==> config.mk <==
export PLATFORM = sky130hd
export DESIGN_NAME = sec_encoder_pipe
export DESIGN_NICKNAME = d
export VERILOG_FILES = /design/src/rtl/sec_encoder_pipe.sv
export SDC_FILE = /design/constraint.sdc
export NUM_CORES = 1
export LEC_CHECK = 0
export CAP_MARGIN = 20
export CORE_MARGIN = 2
export CORE_UTILIZATION = 40
export CTS_BUF_LIST = sky130_fd_sc_hd__clkbuf_8
export CTS_CLUSTER_DIAMETER = 50
export CTS_CLUSTER_SIZE = 20
export DETAILED_ROUTE_END_ITERATION = 10
export MAX_ROUTING_LAYER = met4
export RECOVER_POWER = 25
export SLEW_MARGIN = 20
export SYNTH_ARGS = -nofsm -noshare
export SYNTH_HDL_FRONTEND = slang
export SYNTH_SLANG_ARGS = --single-unit
==> constraint.sdc <==
create_clock -name clk -period 5.15 [get_ports clk]
set_input_delay 1.03 -clock clk [delete_from_list [all_inputs] [get_ports clk]]
set_output_delay 1.03 -clock clk [all_outputs]
set_load 0.01 [all_outputs]
==> src/rtl/sec_encoder_pipe.sv <==
// sec_encoder_pipe: pipelined Hamming SEC encoder with valid/ready flow control, fault-injection hook and saturating word counter.
// Define SEC_DED_EN to append an even overall-parity bit (SEC-DED codeword).
module sec_encoder_pipe #(
  parameter int DATA_W      = 128,
  parameter int PIPE_STAGES = 2,
  parameter int CNT_W       = 32,
  localparam int R0         = $clog2(DATA_W + 1),
  localparam int R1         = $clog2(DATA_W + R0 + 1),
  localparam int PAR_W      = $clog2(DATA_W + R1 + 1),
  localparam int HAM_W      = DATA_W + PAR_W,
`ifdef SEC_DED_EN
  localparam int CODE_W     = HAM_W + 1,
`else
  localparam int CODE_W     = HAM_W,
`endif
  localparam int POS_W      = $clog2(CODE_W)
) (
  input  logic              clk,
  input  logic              rst_n,
  input  logic              in_valid,
  output logic              in_ready,
  input  logic [DATA_W-1:0] in_data,
  input  logic              inj_en,
  input  logic [POS_W-1:0]  inj_pos,
  output logic              out_valid,
  input  logic              out_ready,
  output logic [CODE_W-1:0] out_code,
  output logic [CNT_W-1:0]  word_cnt
);
  // Data bits walk out of d in order into the non-power-of-two positions, each folding into the check bits its position selects.
  function automatic logic [CODE_W-1:0] build(input logic [DATA_W-1:0] d, input logic [CODE_W-1:0] m);
    logic [HAM_W-1:0] c;
    logic [DATA_W-1:0] r;
    c = '0;
    r = d;
    for (int p = 1; p <= HAM_W; p++)
      if ((p & (p - 1)) != 0) begin
        c[p-1] = r[0];
        for (int k = 0; k < PAR_W; k++)
          if (p[k]) c[(1 << k) - 1] = c[(1 << k) - 1] ^ r[0];
        r = r >> 1;
      end
`ifdef SEC_DED_EN
    return {^c, c} ^ m;
`else
    return c ^ m;
`endif
  endfunction
  logic [CODE_W-1:0] inj_mask;
  logic              out_valid_q, out_load;
  logic [CODE_W-1:0] out_code_q;
  logic [CNT_W-1:0]  cnt_q, cnt_d;
  assign inj_mask = (inj_en && 32'(inj_pos) < CODE_W) ? CODE_W'(1) << inj_pos : '0;
  assign out_load = ~out_valid_q | out_ready;
  assign out_valid = out_valid_q;
  assign out_code = out_code_q;
  assign word_cnt = cnt_q;
  generate
    if (PIPE_STAGES == 1) begin : g_one
      assign in_ready = out_load;
      always_ff @(posedge clk or negedge rst_n)
        if (!rst_n) begin
          out_valid_q <= 1'b0;
          out_code_q  <= '0;
        end else if (out_load) begin
          out_valid_q <= in_valid;
          if (in_valid) out_code_q <= build(in_data, inj_mask);
        end
    end else begin : g_two
      logic              s1_valid_q;
      logic [DATA_W-1:0] s1_data_q;
      logic [CODE_W-1:0] s1_mask_q;
      assign in_ready = ~s1_valid_q | (s1_valid_q & out_load);
      always_ff @(posedge clk or negedge rst_n)
        if (!rst_n) begin
          s1_valid_q  <= 1'b0;
          s1_data_q   <= '0;
          s1_mask_q   <= '0;
          out_valid_q <= 1'b0;
          out_code_q  <= '0;
        end else begin
          if (in_ready) begin
            s1_valid_q <= in_valid;
            if (in_valid) begin
              s1_data_q <= in_data;
              s1_mask_q <= inj_mask;
            end
          end
          if (out_load) begin
            out_valid_q <= s1_valid_q;
            if (s1_valid_q) out_code_q <= build(s1_data_q, s1_mask_q);
          end
        end
    end
  endgenerate
  always_comb cnt_d = (out_valid_q & out_ready & ~&cnt_q) ? cnt_q + 1'b1 : cnt_q;
  always_ff @(posedge clk or negedge rst_n)
    if (!rst_n) cnt_q <= '0;
    else cnt_q <= cnt_d;
endmodule

==> results of run 1 <==
==> registers in the layout, summed over array words and instances, names as in the netlist <==
name              cells
g_two.s1_valid_q      1
out_code            136
out_valid             1
g_two.s1_mask_q     136
word_cnt             32
g_two.s1_data_q     128
==> how the worst max path moves through the flow <==
stage | depth (start not counted) | end | from | slack, ps
finish | 2 | out_code[47] | rst_n | 1420
global route | 2 | out_code[47] | rst_n | 770
CTS | 6 | g_two.s1_data_q[93] | out_ready | 1740
detailed placement | 6 | g_two.s1_data_q[108] | out_ready | 1070
global placement | 6 | g_two.s1_data_q[107] | out_ready | 1140
floorplan | 5 | g_two.s1_data_q[100] | out_ready | 2600
==> kinds of logic (layout without fill, tap and decap cells) <==
| group | Yosys count | in the layout | synth area share [%] |
|---|---|---|---|
| AOI/OAI and AO/OA | 275 | 275 | 7.10 |
| muxes | 130 | 130 | 7.51 |
| other | 0 | 7 | 0 |
| adders and majority gates | 1 | 1 | 0.0642 |
| buffers and inverters | 74 | 400 | 1.43 |
| xor gates and xnor gates | 378 | 378 | 20.0 |
| and+or+nand+nor | 385 | 385 | 8.18 |
| DFF | 434 | 434 | 55.7 |
==> power groups by stage <==
stage | Clock, uW | Combinational, uW | Sequential [uW]
2_1_floorplan | 0 | 3190 | 4360
3_3_place_gp | 0 | 4810 | 4390
3_5_place_dp | 0 | 4850 | 4400
4_1_cts | 2480 | 4880 | 4330
5_1_grt | 2620 | 5140 | 4390
6_report | 2420 | 4850 | 4330
==> per-stage QoR <==
stage          instances  utilization (%)
5_1_grt             2623             50.5
3_3_place_gp        2542             48.5
6_report            2625             50.5
3_5_place_dp        2542             48.5
2_1_floorplan       1677                -
4_1_cts             2618             50.5
==> synthesized netlist by cell type, drive strengths merged <==
master,n
and3,4
and4,5
buf,4
clkbuf,64
dfrtp,434
ha,1
inv,6
mux2,130
nand2,301
nand2b,4
nand3,18
nand3b,2
nand4,12
nor2,20
nor2b,7
nor3,6
nor4,1
nor4b,1
o211ai,1
o21a,1
o21ai,272
o31ai,1
or3,2
or4,2
xnor2,291
xnor3,39
xor2,45
xor3,3
==> layer usage <==
layer  up-vias  GRT usage [%]  wire length, um
li1       6177              -                -
met1      6671           34.9            27300
met2       425           37.4            27600
met3        79           3.89             3640
met4         0           6.34             1330
met5         -              -                0
==> layout by cell type (no fill, tap or decap), drive strengths merged, types with 3 or more instances in the layout <==
master and instances:
xnor3 39, o21ai 272, nand3 18, nand4 12, nand2 301, nor2 20
diode 7, xnor2 291, mux2 130, clkbuf 47, buf 7, and3 4
inv 20, nor3 6, dfrtp 434, and4 5, xor2 45, xor3 3
clkdlybuf4s50 308, clkinv 5, bufinv 3, clkinvlp 9, nor2b 7, nand2b 4
==> layout make-up <==
cell class                 count  area share [%]
tap                          615            3.18
sequential                   434            44.8
inverter                       6          0.0930
multi-input combinational   1169            34.6
clock inverter                31            1.41
timing repair buffer         318            13.3
clock buffer                  45            2.56
antenna                        7          0.0723
==> impl_metrics.env, run 1 <==
export IMPL_dieArea_um2=50500
export IMPL_worstPathCellList="clkbuf_2 > clkbuf_4"
export IMPL_worst_slew_pin_slew_ps=2250
export IMPL_clk_path_buf_depth=3
export IMPL_crit_fanout=110
export IMPL_fillers=4331
export IMPL_netlist_area_leader_share_pct=55.7
export IMPL_synth_top_cell_by_area="dfrtp_1"
export IMPL_gp_congestion=0.886
export IMPL_yosysWarningCount=0
export IMPL_coreArea_um2=47900
export IMPL_power_density_nw_per_um2=479
export IMPL_clkTransAtPathRegs_ps=100
export IMPL_critPathTopFamily="buffers and inverters"
export IMPL_internal_power_uw=7800
export IMPL_slew_headroom_pct=-50.2
export IMPL_synth_seq_cells=434
export IMPL_dpl_hpwl_um=43300
export IMPL_holdPathEnd="out_code[75]"
export IMPL_reg2reg_slack_ps=2170
export IMPL_grt_usage_pct=24.7
export IMPL_timing_setup_tns_ps=0
export IMPL_cts_sinks=434
export IMPL_synth_area_um2=19500
export IMPL_place_ws_ps=1070
export IMPL_worstSetupEndpointType="asynchronous set/reset pin"
export IMPL_critPathMaxStageDelay_ps=1550
export IMPL_min_path_type="reg2reg"
export IMPL_fin_nets=2113
export IMPL_power_leakage_uw=0.0101
export IMPL_cts_htree_levels=2
export IMPL_die_h_um=225
export IMPL_viasPerCell=5.09
export IMPL_port_buffers=310
export IMPL_r2r_start="out_valid"
export IMPL_pin_count=311
export IMPL_grt_overflow_total=0
export IMPL_synthTopCellsByArea="dfrtp_1 56%, xnor2_1 13%, mux2_2 7.5%"
export IMPL_vdd_ir_drop_max_mv=0.639
export IMPL_finClkSkew_ps=27.5
export IMPL_rsz0062_at_grt="no"
export IMPL_critical_path_startpoint_type="input port"
export IMPL_seq_power_share_pct=37.3
export IMPL_clock_tree_root_cell="clkbuf_8"
export IMPL_postCtsHoldBufs=0
export IMPL_routed_wl_um=59800
export IMPL_drive_gt1_share_pct=10.8
export IMPL_p_switching_uw=3800
export IMPL_total_power_uw=11600
export IMPL_maxClockFrequency_mhz=268
export IMPL_dpl_instance_area_um2=23300
export IMPL_syn_area_per_cell_um2=11.6
export IMPL_dieWidth_um=225
export IMPL_reg2reg_depth=5
export IMPL_multi_input_area_um2=8370
export IMPL_syn_num_nets=1819
export IMPL_sw_frac_of_total_pct=32.8
export IMPL_crit_type="in2async"
export IMPL_clock_latency_ps=640
export IMPL_worst_ep_arrival_time_ps=4210
export IMPL_drc=0
export IMPL_setup_violations=0
export IMPL_cp_required_ps=5630
export IMPL_crit_buf_inv=2
export IMPL_holdPathStages=2
export IMPL_power_clock_fraction_pct=20.9
export IMPL_antenna_found_initial=9
export IMPL_holdWs_ps=485
export IMPL_drtAntennaViolNets=0
export IMPL_cap_violations=2
export IMPL_drt_iter0_drc=1227
export IMPL_synth_cell_types=30
export IMPL_cts_setup_buffers=0
export IMPL_initial_core_util_pct=40.7
export IMPL_fin_ws_ps=1420
export IMPL_design_area_um2=24200
export IMPL_cts_made_buffers=42
export IMPL_cts_repair_resized=0
export IMPL_timing_rr_end="g_two.s1_data_q[93]"
export IMPL_grt_pass1_wl_um=88100
export IMPL_dr_pass1_iters=5
export IMPL_crit_slowest_cell="clkbuf_2"
export IMPL_slew_violations=192
export IMPL_violations="max-capacitance violations, max-slew violations"
export IMPL_finalCriticalPeriod_ps=3730
export IMPL_seq_area_frac_synth_pct=55.7
export IMPL_cts_tree="yes"
export IMPL_finalHoldViolations=0
export IMPL_hold_start="out_code[75]"
export IMPL_p_comb_share_pct=41.8
export IMPL_grt_start_max_net_pins=198
export IMPL_rows=80
export IMPL_avgRoutedWirePerCell_um=22.8
export IMPL_syn_inst=1677
export IMPL_vias=13400
export IMPL_syn2layout_area_growth_pct=24.3
export IMPL_grt_pass1_vias=13400
export IMPL_fin_crit_sh_pct=72.4
export IMPL_run_status="complete, but fails checks"
export IMPL_area_sequential_um2=10900
Note: power is estimated with default switching activity, not from simulation.
==> inputs of run 2 (changes only) <==
==> constraint.sdc (replaced) <==
create_clock -name clk -period 3.4 [get_ports clk]
set_input_delay 0.68 -clock clk [delete_from_list [all_inputs] [get_ports clk]]
set_output_delay 0.68 -clock clk [all_outputs]
set_load 0.01 [all_outputs]
==> impl_metrics.env, run 2 (synthesis results as in run 1) <==
export IMPL_cap_violations=1
export IMPL_worst_slew_pin_slew_ps=2860
export IMPL_finalCriticalPeriod_ps=2890
export IMPL_clk_path_buf_depth=3
export IMPL_syn2layout_area_growth_pct=25.8
export IMPL_dieArea_um2=50500
export IMPL_grt_pass1_vias=13700
export IMPL_viasPerCell=5.07
export IMPL_cp_required_ps=3970
export IMPL_drive_gt1_share_pct=11.9
export IMPL_grt_overflow_total=0
export IMPL_postCtsHoldBufs=0
export IMPL_drc=0
export IMPL_dr_pass1_iters=5
export IMPL_die_h_um=225
export IMPL_holdWs_ps=487
export IMPL_critical_path_startpoint_type="flop"
export IMPL_violations="max-capacitance violations, max-slew violations"
export IMPL_timing_setup_tns_ps=0
export IMPL_cts_made_buffers=43
export IMPL_slew_violations=90
export IMPL_drtAntennaViolNets=0
export IMPL_min_path_type="reg2reg"
export IMPL_final_cell_mix="434 x dfrtp_1, 308 x clkdlybuf4s50_1, 299 x nand2_1"
export IMPL_final_util_pct=51.2
export IMPL_power_density_nw_per_um2=721
export IMPL_gp_congestion=0.919
export IMPL_finalHoldViolations=0
export IMPL_avgRoutedWirePerCell_um=22.9
export IMPL_reg2reg_slack_ps=510
export IMPL_crit_type="reg2reg"
export IMPL_rows=80
export IMPL_fin_nets=2139
export IMPL_finClkSkew_ps=28.5
export IMPL_vdd_ir_drop_max_mv=0.732
export IMPL_timing_rr_end="out_code[7]"
export IMPL_cts_sinks=434
export IMPL_run_status="complete, but fails checks"
export IMPL_routed_wl_um=60700
export IMPL_setup_violations=0
export IMPL_clkTransAtPathRegs_ps=110
export IMPL_rsz0062_at_grt="no"
export IMPL_coreArea_um2=47900
export IMPL_grt_start_max_net_pins=123
export IMPL_clock_tree_root_cell="clkbuf_8"
export IMPL_dieWidth_um=225
export IMPL_fin_crit_sh_pct=85.1
export IMPL_grt_pass1_wl_um=89300
export IMPL_power_leakage_uw=0.0102
export IMPL_maxClockFrequency_mhz=346
export IMPL_hold_start="out_code[43]"
export IMPL_dpl_hpwl_um=44600
export IMPL_cts_tree="yes"
export IMPL_grt_usage_pct=25.0
export IMPL_worstSetupEndpointType="flop"
export IMPL_initial_core_util_pct=40.7
export IMPL_port_buffers=310
export IMPL_cts_setup_buffers=0
export IMPL_antenna_found_initial=8
export IMPL_reg2reg_depth=6
export IMPL_drt_iter0_drc=1046
export IMPL_layout_commonest_cell="dfrtp_1"
export IMPL_holdPathStages=2
export IMPL_clock_latency_ps=650
export IMPL_worst_ep_arrival_time_ps=3460
export IMPL_cts_repair_resized=0
export IMPL_pin_count=311
export IMPL_r2r_start="g_two.s1_data_q[103]"
export IMPL_crit_fanout=4
export IMPL_cts_htree_levels=2
export IMPL_place_ws_ps=410
export IMPL_fin_ws_ps=507
export IMPL_slew_headroom_pct=-90.9
export IMPL_vias=13400
export IMPL_holdPathEnd="out_code[43]"
-- run 2: cell types whose count changed in the layout (fill, tap and decap cells not counted), sizes merged --
cell	previous run	this run
buf	7	28
clkinvlp	9	7
diode	7	6
clkbuf	47	53
clkinv	5	10
inv	20	17
-- run 2: how the worst max path moves through the flow --
stage / from / to / slack [ps]
after CTS: g_two.s1_data_q[103] / out_code[7] / 520
after detailed placement: out_ready / g_two.s1_mask_q[82] / 410
final: g_two.s1_data_q[103] / out_code[7] / 510
after global placement: out_ready / g_two.s1_mask_q[92] / 480
after floorplan: g_two.s1_data_q[119] / out_code[1] / 1080
after global routing: rst_n / out_code[69] / 360
-- run 2: routing by layer --
metal  vias to the layer above  track usage (%)  part of all wire, %  wire, um
met5                         -                -                    0         0
met4                         0             7.20                  2.3      1410
met3                        85             3.87                  6.3      3810
met2                       419             38.3                   46     28200
met1                      6719             34.6                   45     27300
li1                       6216                -                    -         -
-- run 2: through the flow --
step                      std cells  area [um2]  total power, uW
after floorplan                1677       19500            11400
after global placement         2567       23500            13900
after detailed placement       2567       23500            13900
after CTS                      2645       24500            17800
after global routing           2650       24500            18500
final                          2651       24500            17700
-- run 2: cell type report --
cell class	count	area (um2)
clock buffer	47	647
fill	4311	23400
timing repair buffer	343	3460
antenna	6	15.0
sequential	434	10900
inverter	6	22.5
multi-input combinational	1169	8370
clock inverter	31	380
tap	615	769
-- run 2: critical path: stages, from the launching register on --
cell	delay, ps
dfrtp_1	440
xnor2_1	440
xnor3_1	570
xnor2_1	360
xnor3_1	510
xnor3_1	350
o21ai_0	160
-- run 2: power breakdown --
| part | total (uW) | switching, uW | internal (uW) |
|---|---|---|---|
| clock | 3860 | 2200 | 1650 |
| combinational | 7270 | 2830 | 4440 |
| sequential | 6560 | 732 | 5820 |
